File: src/rtl/ram_fifo_ctrl_if.sv
// Stream and RAM-port bundle for ram_fifo_ctrl.
// The slave modport is the controller side; master is the producer/consumer/RAM environment.
interface ram_fifo_ctrl_if #(
  parameter int ADDR_WIDTH = 8,
  parameter int DATA_WIDTH = 8
);
  logic                  in_valid;
  logic                  in_ready;
  logic [DATA_WIDTH-1:0] in_data;
  logic                  out_valid;
  logic                  out_ready;
  logic [DATA_WIDTH-1:0] out_data;
  logic                  ram_wr_enbl;
  logic [ADDR_WIDTH-1:0] ram_wr_addr;
  logic [DATA_WIDTH-1:0] ram_wr_data;
  logic                  ram_rd_enbl;
  logic [ADDR_WIDTH-1:0] ram_rd_addr;
  logic [DATA_WIDTH-1:0] ram_rd_data;

  modport master (
    output in_valid, in_data, out_ready, ram_rd_data,
    input  in_ready, out_valid, out_data,
    input  ram_wr_enbl, ram_wr_addr, ram_wr_data, ram_rd_enbl, ram_rd_addr
  );

  modport slave (
    input  in_valid, in_data, out_ready, ram_rd_data,
    output in_ready, out_valid, out_data,
    output ram_wr_enbl, ram_wr_addr, ram_wr_data, ram_rd_enbl, ram_rd_addr
  );
endinterface

File: src/rtl/ram_fifo_ctrl.sv
// FIFO controller around a 1-cycle-latency dual-port RAM with a 2-entry output buffer.
// Optional almost_full/almost_empty status outputs are built when RAM_FIFO_STATUS_EN is defined.
module ram_fifo_ctrl #(
  parameter int ADDR_WIDTH = 8,
  parameter int DATA_WIDTH = 8,
  parameter int DEPTH      = 2**ADDR_WIDTH
`ifdef RAM_FIFO_STATUS_EN
  ,
  parameter int AF_THRESH  = DEPTH-4,
  parameter int AE_THRESH  = 4
`endif
) (
  input  logic                  clk,
  input  logic                  rst,
  ram_fifo_ctrl_if.slave        bus_if,
  output logic [ADDR_WIDTH+1:0] level_o
`ifdef RAM_FIFO_STATUS_EN
  ,
  output logic                  almost_full_o,
  output logic                  almost_empty_o
`endif
);
  localparam int LW = ADDR_WIDTH + 2;
  localparam logic [ADDR_WIDTH:0] MEM_FULL = (ADDR_WIDTH+1)'(DEPTH);

  logic [ADDR_WIDTH-1:0] wr_ptr_q, wr_ptr_d;
  logic [ADDR_WIDTH-1:0] rd_ptr_q, rd_ptr_d;
  logic [ADDR_WIDTH:0]   mem_count_q, mem_count_d;
  logic                  rd_pending_q, rd_pending_d;
  logic [1:0]            buf_count_q, buf_count_d;
  logic [DATA_WIDTH-1:0] buf_q [2];
  logic [DATA_WIDTH-1:0] buf_d [2];

  logic       in_ready;
  logic       out_valid;
  logic       push;
  logic       pop;
  logic       rd_issue;
  logic [2:0] occ_next;

  // Buffer occupancy after this cycle's pop and capture; a new read may only be
  // issued if the returning word will still find a free slot.
  always_comb begin
    in_ready  = !rst && (mem_count_q != MEM_FULL);
    push      = bus_if.in_valid && in_ready;
    out_valid = !rst && (buf_count_q != 2'd0);
    pop       = out_valid && bus_if.out_ready;
    occ_next  = {1'b0, buf_count_q} + {2'b00, rd_pending_q} - {2'b00, pop};
    rd_issue  = !rst && (mem_count_q != '0) && (occ_next < 3'd2);
  end

  always_comb begin
    wr_ptr_d     = push ? wr_ptr_q + ADDR_WIDTH'(1) : wr_ptr_q;
    rd_ptr_d     = rd_issue ? rd_ptr_q + ADDR_WIDTH'(1) : rd_ptr_q;
    rd_pending_d = rd_issue;
    buf_count_d  = occ_next[1:0];
    mem_count_d  = mem_count_q;
    unique case ({push, rd_issue})
      2'b10:   mem_count_d = mem_count_q + (ADDR_WIDTH+1)'(1);
      2'b01:   mem_count_d = mem_count_q - (ADDR_WIDTH+1)'(1);
      default: mem_count_d = mem_count_q;
    endcase
  end

  // Head shifts on pop; the returning word lands in the first slot left free.
  always_comb begin
    buf_d = buf_q;
    if (pop) begin
      buf_d[0] = buf_q[1];
    end
    if (rd_pending_q) begin
      if (buf_count_q == {1'b0, pop}) begin
        buf_d[0] = bus_if.ram_rd_data;
      end else begin
        buf_d[1] = bus_if.ram_rd_data;
      end
    end
  end

  always_ff @(posedge clk) begin
    if (rst) begin
      wr_ptr_q     <= '0;
      rd_ptr_q     <= '0;
      mem_count_q  <= '0;
      rd_pending_q <= 1'b0;
      buf_count_q  <= 2'd0;
      buf_q[0]     <= '0;
      buf_q[1]     <= '0;
    end else begin
      wr_ptr_q     <= wr_ptr_d;
      rd_ptr_q     <= rd_ptr_d;
      mem_count_q  <= mem_count_d;
      rd_pending_q <= rd_pending_d;
      buf_count_q  <= buf_count_d;
      buf_q        <= buf_d;
    end
  end

  assign bus_if.in_ready    = in_ready;
  assign bus_if.out_valid   = out_valid;
  assign bus_if.out_data    = rst ? '0 : buf_q[0];
  assign bus_if.ram_wr_enbl = push;
  assign bus_if.ram_wr_addr = wr_ptr_q;
  assign bus_if.ram_wr_data = bus_if.in_data;
  assign bus_if.ram_rd_enbl = rd_issue;
  assign bus_if.ram_rd_addr = rd_ptr_q;

  assign level_o = rst ? '0 : LW'(mem_count_q) + LW'(rd_pending_q) + LW'(buf_count_q);

`ifdef RAM_FIFO_STATUS_EN
  logic [LW-1:0] level_next;
  logic          almost_full_q;
  logic          almost_empty_q;

  assign level_next = LW'(mem_count_d) + LW'(rd_pending_d) + LW'(buf_count_d);

  always_ff @(posedge clk) begin
    if (rst) begin
      almost_full_q  <= 1'b0;
      almost_empty_q <= 1'b1;
    end else begin
      almost_full_q  <= (int'(level_next) >= AF_THRESH);
      almost_empty_q <= (int'(level_next) <= AE_THRESH);
    end
  end

  assign almost_full_o  = almost_full_q;
  assign almost_empty_o = almost_empty_q;
`endif
endmodule
File: src/flat_wrapper.sv
// flat-port wrapper written by rule: the top's interface ports become plain ports
module ram_fifo_ctrl_flat 
#(
  parameter int ADDR_WIDTH = 8,
  parameter int DATA_WIDTH = 8,
  parameter int DEPTH      = 2**ADDR_WIDTH

)
  (clk, rst, level_o, bus_if_in_valid, bus_if_in_data, bus_if_out_ready, bus_if_ram_rd_data, bus_if_in_ready, bus_if_out_valid, bus_if_out_data, bus_if_ram_wr_enbl, bus_if_ram_wr_addr, bus_if_ram_wr_data, bus_if_ram_rd_enbl, bus_if_ram_rd_addr);
  ram_fifo_ctrl_if #(.ADDR_WIDTH(ADDR_WIDTH), .DATA_WIDTH(DATA_WIDTH)) bus_if_i ();
  input  logic clk;
  input  logic rst;
  output logic [ADDR_WIDTH+1:0] level_o;
  input wire logic [$bits(bus_if_i.in_valid)-1:0] bus_if_in_valid;
  input wire logic [$bits(bus_if_i.in_data)-1:0] bus_if_in_data;
  input wire logic [$bits(bus_if_i.out_ready)-1:0] bus_if_out_ready;
  input wire logic [$bits(bus_if_i.ram_rd_data)-1:0] bus_if_ram_rd_data;
  output wire logic [$bits(bus_if_i.in_ready)-1:0] bus_if_in_ready;
  output wire logic [$bits(bus_if_i.out_valid)-1:0] bus_if_out_valid;
  output wire logic [$bits(bus_if_i.out_data)-1:0] bus_if_out_data;
  output wire logic [$bits(bus_if_i.ram_wr_enbl)-1:0] bus_if_ram_wr_enbl;
  output wire logic [$bits(bus_if_i.ram_wr_addr)-1:0] bus_if_ram_wr_addr;
  output wire logic [$bits(bus_if_i.ram_wr_data)-1:0] bus_if_ram_wr_data;
  output wire logic [$bits(bus_if_i.ram_rd_enbl)-1:0] bus_if_ram_rd_enbl;
  output wire logic [$bits(bus_if_i.ram_rd_addr)-1:0] bus_if_ram_rd_addr;
  assign bus_if_i.in_valid = bus_if_in_valid;
  assign bus_if_i.in_data = bus_if_in_data;
  assign bus_if_i.out_ready = bus_if_out_ready;
  assign bus_if_i.ram_rd_data = bus_if_ram_rd_data;
  assign bus_if_in_ready = bus_if_i.in_ready;
  assign bus_if_out_valid = bus_if_i.out_valid;
  assign bus_if_out_data = bus_if_i.out_data;
  assign bus_if_ram_wr_enbl = bus_if_i.ram_wr_enbl;
  assign bus_if_ram_wr_addr = bus_if_i.ram_wr_addr;
  assign bus_if_ram_wr_data = bus_if_i.ram_wr_data;
  assign bus_if_ram_rd_enbl = bus_if_i.ram_rd_enbl;
  assign bus_if_ram_rd_addr = bus_if_i.ram_rd_addr;
  ram_fifo_ctrl #(.ADDR_WIDTH(ADDR_WIDTH), .DATA_WIDTH(DATA_WIDTH), .DEPTH(DEPTH)) u_core (.clk(clk), .rst(rst), .bus_if(bus_if_i), .level_o(level_o));
endmodule
File: config.mk
export PLATFORM = sky130hd
export DESIGN_NAME = ram_fifo_ctrl_flat
export DESIGN_NICKNAME = d
export VERILOG_FILES = /design/src/rtl/ram_fifo_ctrl_if.sv /design/src/rtl/ram_fifo_ctrl.sv /design/src/flat_wrapper.sv
export SDC_FILE = /design/constraint.sdc
export NUM_CORES = 1
export LEC_CHECK = 0
export ABC_AREA = 1
export BUFFER_PORTS_ARGS = -buffer_cell sky130_fd_sc_hd__buf_2
export CAP_MARGIN = 10
export CORE_UTILIZATION = 35
export CTS_CLUSTER_DIAMETER = 120
export DETAILED_ROUTE_END_ITERATION = 12
export PLACE_DENSITY = 0.66
export SLEW_MARGIN = 0
export SYNTH_ARGS = -nofsm -noshare
export SYNTH_HDL_FRONTEND = slang
export SYNTH_SLANG_ARGS = --single-unit
File: constraint.sdc
create_clock -name clk -period 4.28 [get_ports clk]
set_input_delay 0.856 -clock clk [delete_from_list [all_inputs] [get_ports clk]]
set_output_delay 0.856 -clock clk [all_outputs]
set_load 0.05 [all_outputs]
==> reports/results.tsv <==
stage	metric	value	unit
final_layout	nNetsFinal	492	
logic_synthesis	synth_edf_count	0	
global_routing	grt_pass1_wl	10500	um
sta	fin_crit_sh	0.910	
logic_synthesis	yosysWarnings	0	
setup_path	worstReg2RegEnd	u_core.mem_count_q[6]$_SDFFE_PP0P_	
sta	grt_setup_unrepaired	no	
logic_synthesis	ys_async_sr_fraction	0	
setup_path	critical_path.startpoint	rst	
power	power.total	2.09	mW
logic_synthesis	netlist_area	0.00283	mm^2
sta	tightestPinTransition	0.485	ns
detailed_routing	vias_per_cell	4.69	
setup_path	worstSetupPathType	in -> reg	
placement	gp_congestion	0.832	
power	peakVddDrop	0.202	mV
logic_synthesis	ys_types	33	
hold_path	hold_class	reg -> reg	
cts	cts.sinks	44	
cts	hold_buffers	0	
floorplanning	placeableCoreArea	0.00777	mm^2
logic_synthesis	synthFlopType	dfxtp_1	
floorplanning	rows	32	
cts	htree_levels	2	
detailed_routing	vias	2616	
floorplanning	die_area	0.00845	mm^2
sta	fmax	257	MHz
sta	finalSetupViolations	0	
sta	setup_slack	0.387	ns
final_layout	mostFrequentLayoutCells	87 x nand2_1, 60 x inv_1, 49 x buf_2	
detailed_routing	wl_per_cell	11.0	um
detailed_routing	ant_nets	0	
status	outcome	finished clean	
sta	fin_crit	3.89	ns
sta	skew	0.0101	ns
setup_path	worst_ep_required_time	4.47	ns
floorplanning	die_h	91.9	um
logic_synthesis	avgSynthCellArea	6.82	um^2
placement	dp_hpwl	4480	um
final_layout	final_common_cell	nand2_1	
cts	path_clk_slew	0.09	ns
cts	postCtsResizedCells	0	
detailed_routing	drc	0	
logic_synthesis	synthCells	415	
setup_path	critPathCapture	u_core.mem_count_q[6]$_SDFFE_PP0P_	
global_routing	grt_max_degree	42	
final_layout	areaGrowthSynthToFinish	13.0	%
setup_path	crit_path_max_fanout	10	
detailed_routing	drt_wl_total	6120	um
logic_synthesis	yosysSeqAreaShare	0.311	
sta	final_max_slew_viol_count	0	
detailed_routing	firstDrtPassIters	4	
placement	port_buffers	49	
floorplanning	start_util	0.365	
cts	cts_setup_buffers	0	
setup_path	ff2ff_setup_slack	0.51	ns
cts	cts_tree	yes	
global_routing	overflow	0	
cts	cts_max_path_buffers	2	
sta	relSlewSlack	0.677	
power	p_leak	1.60	nW
final_layout	drive_above_1_share	0.180	
job	max_cap_viol_count	0	
final_layout	diodes	0	
final_layout	final_util	0.412	
sta	hold_slack	0.452	ns
setup_path	endpoint_kind	flip-flop	
setup_path	cp-start-kind	primary input	
detailed_routing	drt_iter0_markers	127	
sta	fin_tns_setup	0	ns
logic_synthesis	ys_ff_latch	44	
setup_path	crit_arrival	4.09	ns
global_routing	track_usage	0.151	
global_routing	antenna_found_initial	0	
setup_path	reg2regPathDepth	22	
logic_synthesis	synth_nets	452	
setup_path	rr_startpoint	u_core.buf_count_q[1]$_SDFF_PP0_	
sta	hold_violations	0	
floorplanning	die_x	91.9	um
power	power_density	653	mW/mm^2
floorplanning	ios	66	
global_routing	grt_pass1_vias	2385	
cts	cts_root_buffer	clkbuf_8	
cts	worst_skew_pair.late_latency	0.30	ns
placement	place_ws	0.0232	ns
cts	numCtsBuffers	5	
==> sequential cells by signal, summed over array words and instances, names as in the netlist <==
signal / flops
u_core.bus_if.ram_rd_addr: 8
u_core.mem_count_q: 9
u_core.buf_count_q: 2
u_core.buf_q: 16
u_core.rd_pending_q: 1
u_core.bus_if.ram_wr_addr: 8
==> worst max-delay path, stage by stage <==
cell     delay [ns]
buf_2          0.12
nor2_4         0.14
nand2_1        0.08
inv_1          0.08
ha_1           0.23
inv_1          0.06
ha_1           0.13
inv_1          0.04
fa_1           0.50
nand3_1        0.09
a21oi_2        0.12
nand2_2        0.08
inv_4          0.11
ha_1           0.39
fa_1           0.28
nand2_1        0.06
nand2_1        0.12
nand2_1        0.08
o21ai_0        0.25
nor2_1         0.06
o21ai_0        0.16
inv_1          0.05
==> cell usage after synthesis (4+ instances only) <==
| library cell | count | share of area |
|---|---|---|
| nand4_1 | 8 | 0.018 |
| a21oi_2 | 5 | 0.015 |
| nor2_1 | 41 | 0.054 |
| a21oi_1 | 36 | 0.064 |
| ha_1 | 13 | 0.057 |
| dfxtp_1 | 44 | 0.31 |
| nand2_2 | 6 | 0.013 |
| nand3_1 | 24 | 0.042 |
| o21ai_0 | 24 | 0.042 |
| xor2_1 | 8 | 0.025 |
| o21ai_1 | 5 | 0.0088 |
| inv_1 | 60 | 0.080 |
| nand2_1 | 87 | 0.12 |
| fa_1 | 4 | 0.028 |
| clkbuf_1 | 7 | 0.0093 |
| buf_4 | 8 | 0.021 |
| nor3_1 | 7 | 0.012 |
==> power by group <==
group	leakage [nW]	switching (mW)	internal, mW
Combinational	1.19	0.828	0.375
Clock	0.0445	0.146	0.131
Sequential	0.360	0.0960	0.512
Total	1.60	1.07	1.02
==> layout make-up <==
class,count,area [um^2]
clock buffers,7,86.3
clock inverters,1,7.51
fillers,845,4570
inverters,64,244
multi-input cells,286,1570
flip-flops and latches,44,881
well taps,102,128
repair buffers,54,283
==> metal layers <==
layer | global-route usage | up-vias | routed length, um
met4 | 0.0534 | 0 | 134
met5 | 0 | - | 0
met2 | 0.269 | 45 | 2900
met1 | 0.178 | 1167 | 2830
met3 | 0.0299 | 12 | 257
li1 | - | 1392 | -
==> stage by stage <==
stage          cell area, um^2  std cells
2_1_floorplan             2830        415
3_3_place_gp              3110        550
3_5_place_dp              3110        550
4_1_cts                   3200        558
5_1_grt                   3200        558
6_report                  3200        558
==> how the worst min path moves through the flow <==
| stage | slack (ns) | to | start | depth (start not counted) |
|---|---|---|---|---|
| after global routing | 0.48 | u_core.buf_q[4]$_SDFFE_PP0P_ | u_core.buf_q[4]$_SDFFE_PP0P_ | 2 |
| after global placement | 0.43 | u_core.buf_q[4]$_SDFFE_PP0P_ | u_core.buf_q[4]$_SDFFE_PP0P_ | 2 |
| final | 0.45 | u_core.buf_q[5]$_SDFFE_PP0P_ | u_core.buf_q[5]$_SDFFE_PP0P_ | 2 |
| after detailed placement | 0.44 | u_core.buf_q[5]$_SDFFE_PP0P_ | u_core.buf_q[5]$_SDFFE_PP0P_ | 2 |
| after CTS | 0.45 | u_core.buf_q[5]$_SDFFE_PP0P_ | u_core.buf_q[5]$_SDFFE_PP0P_ | 2 |
| after floorplan | 0.42 | u_core.buf_q[4]$_SDFFE_PP0P_ | u_core.buf_q[4]$_SDFFE_PP0P_ | 2 |
==> kinds of logic after synthesis <==
family | Yosys count | synth area share
AOI/OAI and AO/OA | 76 | 0.149
adders and majority gates | 17 | 0.0857
xor gates and xnor gates | 11 | 0.0340
and+or+nand+nor | 182 | 0.286
buffers and inverters | 85 | 0.134
DFF | 44 | 0.311
Note: power is estimated with default switching activity, not from simulation.
